`src/rtl/cpu_seq_ctrl.sv`:
```
// cpu_seq_ctrl: opcode-aware multi-cycle sequencer for the single-issue CPU.
// One-hot state, memory wait/timeout handling, retired-instruction counter.
module cpu_seq_ctrl #(
  parameter int MEM_TIMEOUT = 16,
  parameter int CNT_W       = 16
) (
  input  logic             I_clk,
  input  logic             I_reset,
  input  logic [3:0]       I_opcode,
  input  logic             I_brtaken,
  input  logic             I_memack,
  output logic             O_enfetch,
  output logic             O_endec,
  output logic             O_enrgrd,
  output logic             O_enalu,
  output logic             O_enmem,
  output logic             O_enrgwr,
  output logic             O_memreq,
  output logic             O_memwe,
  output logic             O_irload,
  output logic             O_pcinc,
  output logic             O_pcload,
  output logic             O_illegal,
  output logic             O_halted,
  output logic             O_buserr,
  output logic [CNT_W-1:0] O_retired
);

  localparam int WC_W = $clog2(MEM_TIMEOUT + 1);

  typedef enum logic [6:0] {
    S_FETCH  = 7'b0000001,
    S_DECODE = 7'b0000010,
    S_REGRD  = 7'b0000100,
    S_ALU    = 7'b0001000,
    S_MEM    = 7'b0010000,
    S_WB     = 7'b0100000,
    S_HALT   = 7'b1000000
  } state_t;

  typedef enum logic [2:0] {
    C_NOP,
    C_ALU,
    C_LOAD,
    C_STORE,
    C_BRANCH,
    C_JUMP,
    C_HALT
  } cls_t;

  state_t            r_state;
  state_t            w_next;
  cls_t              r_cls;
  cls_t              w_cls;
  logic              w_bad_op;
  logic [WC_W-1:0]   r_wait;
  logic              r_buserr;
  logic [CNT_W-1:0]  r_retired;
  logic              w_memst;
  logic              w_tmo;
  logic              w_enter;
  logic              w_retire;

  always_comb begin
    w_cls    = C_NOP;
    w_bad_op = 1'b0;
    case (I_opcode)
      4'h0: w_cls = C_NOP;
      4'h1, 4'h2, 4'h3, 4'h4,
      4'h5, 4'h6, 4'h7: w_cls = C_ALU;
      4'h8: w_cls = C_LOAD;
      4'h9: w_cls = C_STORE;
      4'hA: w_cls = C_BRANCH;
      4'hB: w_cls = C_JUMP;
      4'hF: w_cls = C_HALT;
      default: begin
        w_cls    = C_NOP;
        w_bad_op = 1'b1;
      end
    endcase
  end

  assign w_memst = r_state[0] | r_state[4];
  // last permitted wait cycle ended without ack; a same-cycle ack wins
  assign w_tmo = w_memst && !I_memack &&
                 (r_wait == WC_W'(MEM_TIMEOUT - 1));

  always_comb begin
    w_next = r_state;
    unique case (r_state)
      S_FETCH: begin
        if (I_memack)   w_next = S_DECODE;
        else if (w_tmo) w_next = S_HALT;
      end
      S_DECODE: begin
        case (w_cls)
          C_NOP:   w_next = S_FETCH;
          C_HALT:  w_next = S_HALT;
          default: w_next = S_REGRD;
        endcase
      end
      S_REGRD: w_next = S_ALU;
      S_ALU: begin
        case (r_cls)
          C_LOAD, C_STORE: w_next = S_MEM;
          C_ALU:           w_next = S_WB;
          default:         w_next = S_FETCH;
        endcase
      end
      S_MEM: begin
        if (I_memack)
          w_next = (r_cls == C_LOAD) ? S_WB : S_FETCH;
        else if (w_tmo)
          w_next = S_HALT;
      end
      S_WB:   w_next = S_FETCH;
      S_HALT: w_next = S_HALT;
      default: w_next = S_FETCH;
    endcase
  end

  assign w_enter  = (w_next != r_state) &&
                    (w_next == S_FETCH || w_next == S_MEM);
  assign w_retire = (w_next == S_FETCH) && (r_state != S_FETCH);

  always_ff @(posedge I_clk) begin
    if (I_reset) begin
      r_state   <= S_FETCH;
      r_cls     <= C_NOP;
      r_wait    <= '0;
      r_buserr  <= 1'b0;
      r_retired <= '0;
    end else begin
      r_state <= w_next;
      if (r_state == S_DECODE)
        r_cls <= w_cls;
      if (w_enter)
        r_wait <= '0;
      else if (w_memst && !I_memack)
        r_wait <= r_wait + WC_W'(1);
      if (w_tmo)
        r_buserr <= 1'b1;
      if (w_retire)
        r_retired <= r_retired + CNT_W'(1);
    end
  end

  assign O_enfetch = r_state[0];
  assign O_endec   = r_state[1];
  assign O_enrgrd  = r_state[2];
  assign O_enalu   = r_state[3];
  assign O_enmem   = r_state[4];
  assign O_enrgwr  = r_state[5];
  assign O_halted  = r_state[6];
  assign O_memreq  = w_memst;
  assign O_memwe   = r_state[4] && (r_cls == C_STORE);
  assign O_irload  = r_state[0] && I_memack;
  assign O_pcinc   = r_state[0] && I_memack;
  assign O_pcload  = r_state[3] &&
                     ((r_cls == C_JUMP) ||
                      ((r_cls == C_BRANCH) && I_brtaken));
  assign O_illegal = r_state[1] && w_bad_op;
  assign O_buserr  = r_buserr;
  assign O_retired = r_retired;

endmodule

```
`config.mk`:
```
export PLATFORM = sky130hd
export DESIGN_NAME = cpu_seq_ctrl
export DESIGN_NICKNAME = d
export VERILOG_FILES = /design/src/rtl/cpu_seq_ctrl.sv
export SDC_FILE = /design/constraint.sdc
export NUM_CORES = 1
export LEC_CHECK = 0
export BUFFER_PORTS_ARGS = -buffer_cell sky130_fd_sc_hd__buf_2
export CAP_MARGIN = 25
export CORE_UTILIZATION = 53
export CTS_CLUSTER_SIZE = 14
export DETAILED_ROUTE_END_ITERATION = 8
export GPL_TIMING_DRIVEN = 0
export PLACE_DENSITY_LB_ADDON = 0.08
export SYNTH_ARGS = -nofsm -noshare
export SYNTH_HDL_FRONTEND = slang
export SYNTH_SLANG_ARGS = --single-unit
```
`constraint.sdc`:
```
create_clock -name I_clk -period 4.6 [get_ports I_clk]
set_clock_uncertainty 0.05 [all_clocks]
set_input_delay 0.92 -clock I_clk [delete_from_list [all_inputs] [get_ports I_clk]]
set_output_delay 0.92 -clock I_clk [all_outputs]
set_load 0.01 [all_outputs]
```
* Word-level counts from Yosys, hierarchy flattened
Cells that the tools add are included.
W data, S select, Z words.
** Storage, ports and cells
- Register bits :: 32
- Output and inout port bits :: 30
- Word-level logic and storage cells :: 64
** Cells by class
- $add $sub $neg :: 2
- Equality and inequality tests :: 29
- Mux-type cells :: 9
- Bitwise gates (word level) :: 1
- Reductions and logical operators :: 18
** Operators with widths (count)
- $pmux W7 S6 :: 1
- $mux W7 :: 3
- $eq A4 B4 Y1 const B :: 5
- $pmux W3 S6 :: 1
- $add A16 B1 Y16 const B :: 1
- $eq A4 B3 Y1 const B :: 4
- $eq A7 B1 Y1 const B :: 2
- $eq A7 B5 Y1 const B :: 2
- $pmux W7 S2 :: 1
- $reduce_or A13 Y1 :: 1
- $pmux W6 S2 :: 1
- $eq A3 B3 Y1 const B :: 3
- $logic_and A1 B1 Y1 :: 9
- $eq A4 B2 Y1 const B :: 2
- $eq A7 B2 Y1 const B :: 1
- $eq A7 B3 Y1 const B :: 1
- $eq A7 B4 Y1 const B :: 1
- $eq A7 B7 Y1 const B :: 1
- $ne A7 B1 Y1 const B :: 1
- $ne A7 B7 Y1 :: 1
- $reduce_or A7 Y1 :: 1
- $eq A3 B2 Y1 const B :: 2
- $mux W6 :: 1
- $add A5 B1 Y5 const B :: 1
- 10 further kinds :: 12

* Depth between registers and ports, before layout
- Word-level depth :: 10
- Mapped depth :: 10

* Worst setup path after synthesis
No wires, ideal clock.
- Path kind :: input to register
- Start point :: input I_opcode[3]
- End point :: register r_retired[11] (netlist: O_retired[11])
- Library setup time :: 0.128 ns
- Data arrival time :: 2.448 ns
- Required time :: 4.422 ns
- Setup slack :: 1.975 ns
- Stages :: 8
- Path through :: clkbuf_1 -> nor4_1 -> o311ai_1 -> o311ai_1 -> clkbuf_1 -> o2111ai_1 -> xor2_1 -> nor2_1
** Between the ends
- Cells in the longest elaborated chain, start to end :: 8
- Elaborated cells on any way between the ends :: 20
** Ends and longest elaborated chain
- start, declared :: line 9 : input logic [3:0] I_opcode,
- $eq A4 B1 Y1 (tied with other cells) :: line 67 : case (I_opcode)
- $reduce_or A7 Y1 :: line 67
- $pmux W3 S6 (*) :: line 67
- $eq A3 B3 Y1 or $logic_not A3 Y1 (tied branches) :: line 96 : case (w_cls)
- $pmux W7 S2 (*) :: line 96
- $pmux W7 S6 (*) :: line 90 : unique case (r_state)
- $eq A7 B1 Y1 (*) :: line 124 : assign w_retire = (w_next == S_FETCH) && (r_state != S_FETCH);
- $logic_and A1 B1 Y1 (*) :: line 124
- end signal, assigned :: line 144 : r_retired <= r_retired + CNT_W'(1);
- end, declared :: line 58 : logic [CNT_W-1:0] r_retired;
Mark *: on every way between the ends. The rest lies on a longest branch, timed or not.
A chain may end at the register's enable or synchronous reset.

* Worst setup path after layout
- Start point :: register r_wait[0]
- End point :: register r_retired[11] (netlist: O_retired[11])
** Between the ends
- Cells in the longest elaborated chain, start to end :: 7
- Elaborated cells on any way between the ends :: 8
** Ends and longest elaborated chain
- start, declared :: line 56 : logic [WC_W-1:0] r_wait;
- start signal, assigned :: line 140 : r_wait <= r_wait + WC_W'(1);
- $eq A5 B4 Y1 (*) :: line 86 : (r_wait == WC_W'(MEM_TIMEOUT - 1));
- $logic_and A1 B1 Y1 (*) :: line 85 : assign w_tmo = w_memst && !I_memack &&
- $mux W7 (*) :: line 93, 113
- $mux W7, on equally long branches :: line 111, 92
- $pmux W7 S6 (*) :: line 90
- $eq A7 B1 Y1 (*) :: line 124
- $logic_and A1 B1 Y1 (*) :: line 124
Marked as above.

==> flow_metrics.tcl <==
set metrics [dict create \
    seq_area_sq_um 641 \
    die_w_microns 60.9 \
    clkLatencyLatePin_ns 0.33 \
    rsz0062_at_grt "no" \
    hold_ws_ns 0.426 \
    path_buf_inv 1 \
    cp.required_ns 4.76 \
    post-route-period-util 0.625 \
    cts_root_buf "clkbuf_4" \
    timing.rr.end "O_retired[11]$_SDFFE_PP0P_" \
    maxClockFrequency_mhz 348 \
    rr_worst_depth 9 \
    fin_ws_ns 1.72 \
    grt_pass1_vias 1384 \
    route.detailed.drc 0 \
    path_max_fanout 10 \
    ir_worst_vdd_uv 164 \
    totalWireLength_mm 3.91 \
    slew_violations 0 \
    cap_violations 0 \
    post-place-ws_ns 1.63 \
    synth_common_cells "dfxtp_1, nor2_1, xor2_1, clkbuf_1, nor3_1" \
    rows 21 \
    fin_nets 262 \
    yosysTopAreaCellShare 0.348 \
    htree_levels 2 \
    startpoint "r_wait[0]$_SDFFE_PP0P_" \
    dpl.hpwl_mm 2.94 \
    synth_cell_types 53 \
    vias 1681 \
    globalplace.congestion 0.864 \
    endpoint_kind "flip-flop" \
    multi_input_area_sq_um 1110 \
    power.density_nw_per_um2 262 \
    drt_iter0_markers 56 \
    io_buffer_count 35 \
    crit_top_cell "ha_1" \
    status "finished, final reports clean" \
    cts_resized 0 \
    antenna_left 0 \
    final_util 0.635 \
    yosysTopAreaCell "dfxtp_1" \
    leakage_uw 0.000910 \
    clock_path_buffers 2 \
    synth_area_sq_um 1840 \
    r2r_start "r_wait[0]$_SDFFE_PP0P_" \
    avgViaCountPerCell 5.66 \
    hp-class "flip-flop to flip-flop" \
    dr.pass1.iters 4 \
    coreArea_sq_um 3340 \
    antenna_cells 0 \
    grt.overflow.total 0 \
    hold_depth 2 \
    post_drt_wl_per_cell_microns 13.2 \
    synth-edff-count 0 \
    layout-drive-gt1-share 0.215 \
    crit_chain "ha_1 > and3_1 > ha_1 > o21a_1 > o311ai_1 > clkbuf_1 > o2111ai_1 > xor2_1 > nor2_1" \
    ys_seq_elements 32 \
    cts.clk_slew.worst_paths_ns 0.09 \
    antenna_found_initial 0 \
    cts_buffers 5 \
    grt_pass1_wl_mm 6.08 \
    tightestPinTransition_ns 0.829 \
    die_area_sq_um 3710 \
    max-slew-margin-rel 0.439 \
    reg2reg_slack_ns 1.72 \
    critical_path.max_stage_delay_ns 0.73 \
    finalSetupViolCount 0 \
    cp_top_family "compound AO/OA/AOI/OAI gates" \
    yosysMostFrequentCell "dfxtp_1" \
    ys_warn_count 0 \
    start_util 0.551 \
    worstSetupPathType "flip-flop to flip-flop" \
    postCtsSetupBuffers 0 \
    io-pin-count 38 \
    startpoint_type "flip-flop" \
    grt_util_all_layers 0.224 \
    timing.final.crit_period_ns 2.88 \
    syn_inst 209 \
    grt_max_degree 11 \
    hold_violations 0 \
    crit_arrival_ns 3.04 \
    holdPathEnd "O_buserr$_SDFFE_PP0P_" \
    area_growth_pct 15.2 \
    cp_slowest_cell "o311ai_1" \
    synthArstFlopShare 0 \
    synth.top_cells.by_area "dfxtp_1, xor2_1, nor2_1" \
    ys_seq_area_frac 0.348 \
    tns_ns 0 \
    hp-start "O_buserr$_SDFFE_PP0P_" \
    synth_flop_cell "dfxtp_1" \
    cts_hold_buf 0 \
    syn_area_per_cell_sq_um 8.80 \
    fillers 326 \
    clock_sinks 32 \
    synthesis.nets 220 \
    cts_tree "done" \
    dieHeight_microns 60.9 \
]
area by class of cell:
class,instances,share of cell area
Buffer,14,0.0319
Clock buffer,6,0.0195
Clock inverter,1,0.00236
Inverter,6,0.0106
Multi-Input combinational cell,157,0.523
Sequential cell,32,0.302
Tap cell,46,0.0272
Timing Repair Buffer,35,0.0827
logic make-up after synthesis:
family	after synthesis	share of synthesized area
AO/OA/AOI/OAI	41	0.192
XOR/XNOR	18	0.0857
adder cells (fa/ha/maj)	3	0.0204
buffers and inverters	20	0.0490
flip-flops	32	0.348
multiplexers	3	0.0170
AND/OR/NAND/NOR	92	0.288
power by group:
part	switching [uW]	internal, uW
registers	8.32	286
logic	66.4	47.9
clock network	91.3	56.2
worst reg2reg max path, cell delays in order, from the launching register on:
cell and delay [ns]:
dfxtp_1 0.34, ha_1 0.21, and3_1 0.19, ha_1 0.26, o21a_1 0.20, o311ai_1 0.73
clkbuf_1 0.41, o2111ai_1 0.18, xor2_1 0.15, nor2_1 0.05
worst max path at each step:
stage / to / cells after the start
floorplan: O_retired[11]$_SDFFE_PP0P_ / 8
global placement: O_retired[11]$_SDFFE_PP0P_ / 8
detailed placement: O_retired[11]$_SDFFE_PP0P_ / 8
CTS: O_retired[7]$_SDFFE_PP0P_ / 9
global route: O_retired[11]$_SDFFE_PP0P_ / 8
finish: O_retired[11]$_SDFFE_PP0P_ / 9
cells in the final DEF (no fill, tap or decap), drive strengths merged, types with 2 or more instances in the layout:
cell     count
and3         8
a21oi        6
or4          3
a2111oi      2
clkbuf      15
nand4        4
and2         6
o22ai        2
nor4b        3
dfxtp       32
nor2        30
or3          2
a211oi       2
nor3         9
nor2b        4
nand3        4
o311ai       3
xor2        17
buf         40
and4b        3
ha           3
o2111ai      4
nand2        6
and3b        2
nor4         4
o211ai       8
mux2i        2
inv          6
o21ai        3
metal layers:
layer  global-route usage  share of wire  up-vias  routed length, microns
li1                     -              -      855                       -
met1                0.301           0.48      784                    1880
met2                0.342           0.46       36                    1790
met3               0.0682          0.052        6                     202
met4               0.0714          0.012        0                      45
met5                    0              0        -                       0
state kept, by name, indices dropped and copies added (netlist names):
signal / cells
O_buserr: 1
O_retired: 16
r_wait: 5
r_state: 7
r_cls: 3
metrics by stage:
| stage | power [uW] | instances | cell area, sq um |
|---|---|---|---|
| detailed placement | 415 | 290 | 2070 |
| finish | 556 | 297 | 2120 |
| CTS | 560 | 297 | 2120 |
| global route | 585 | 297 | 2120 |
| global placement | 415 | 290 | 2070 |
| floorplan | 387 | 209 | 1840 |
No activity file was read; power rests on OpenSTA's default activity.
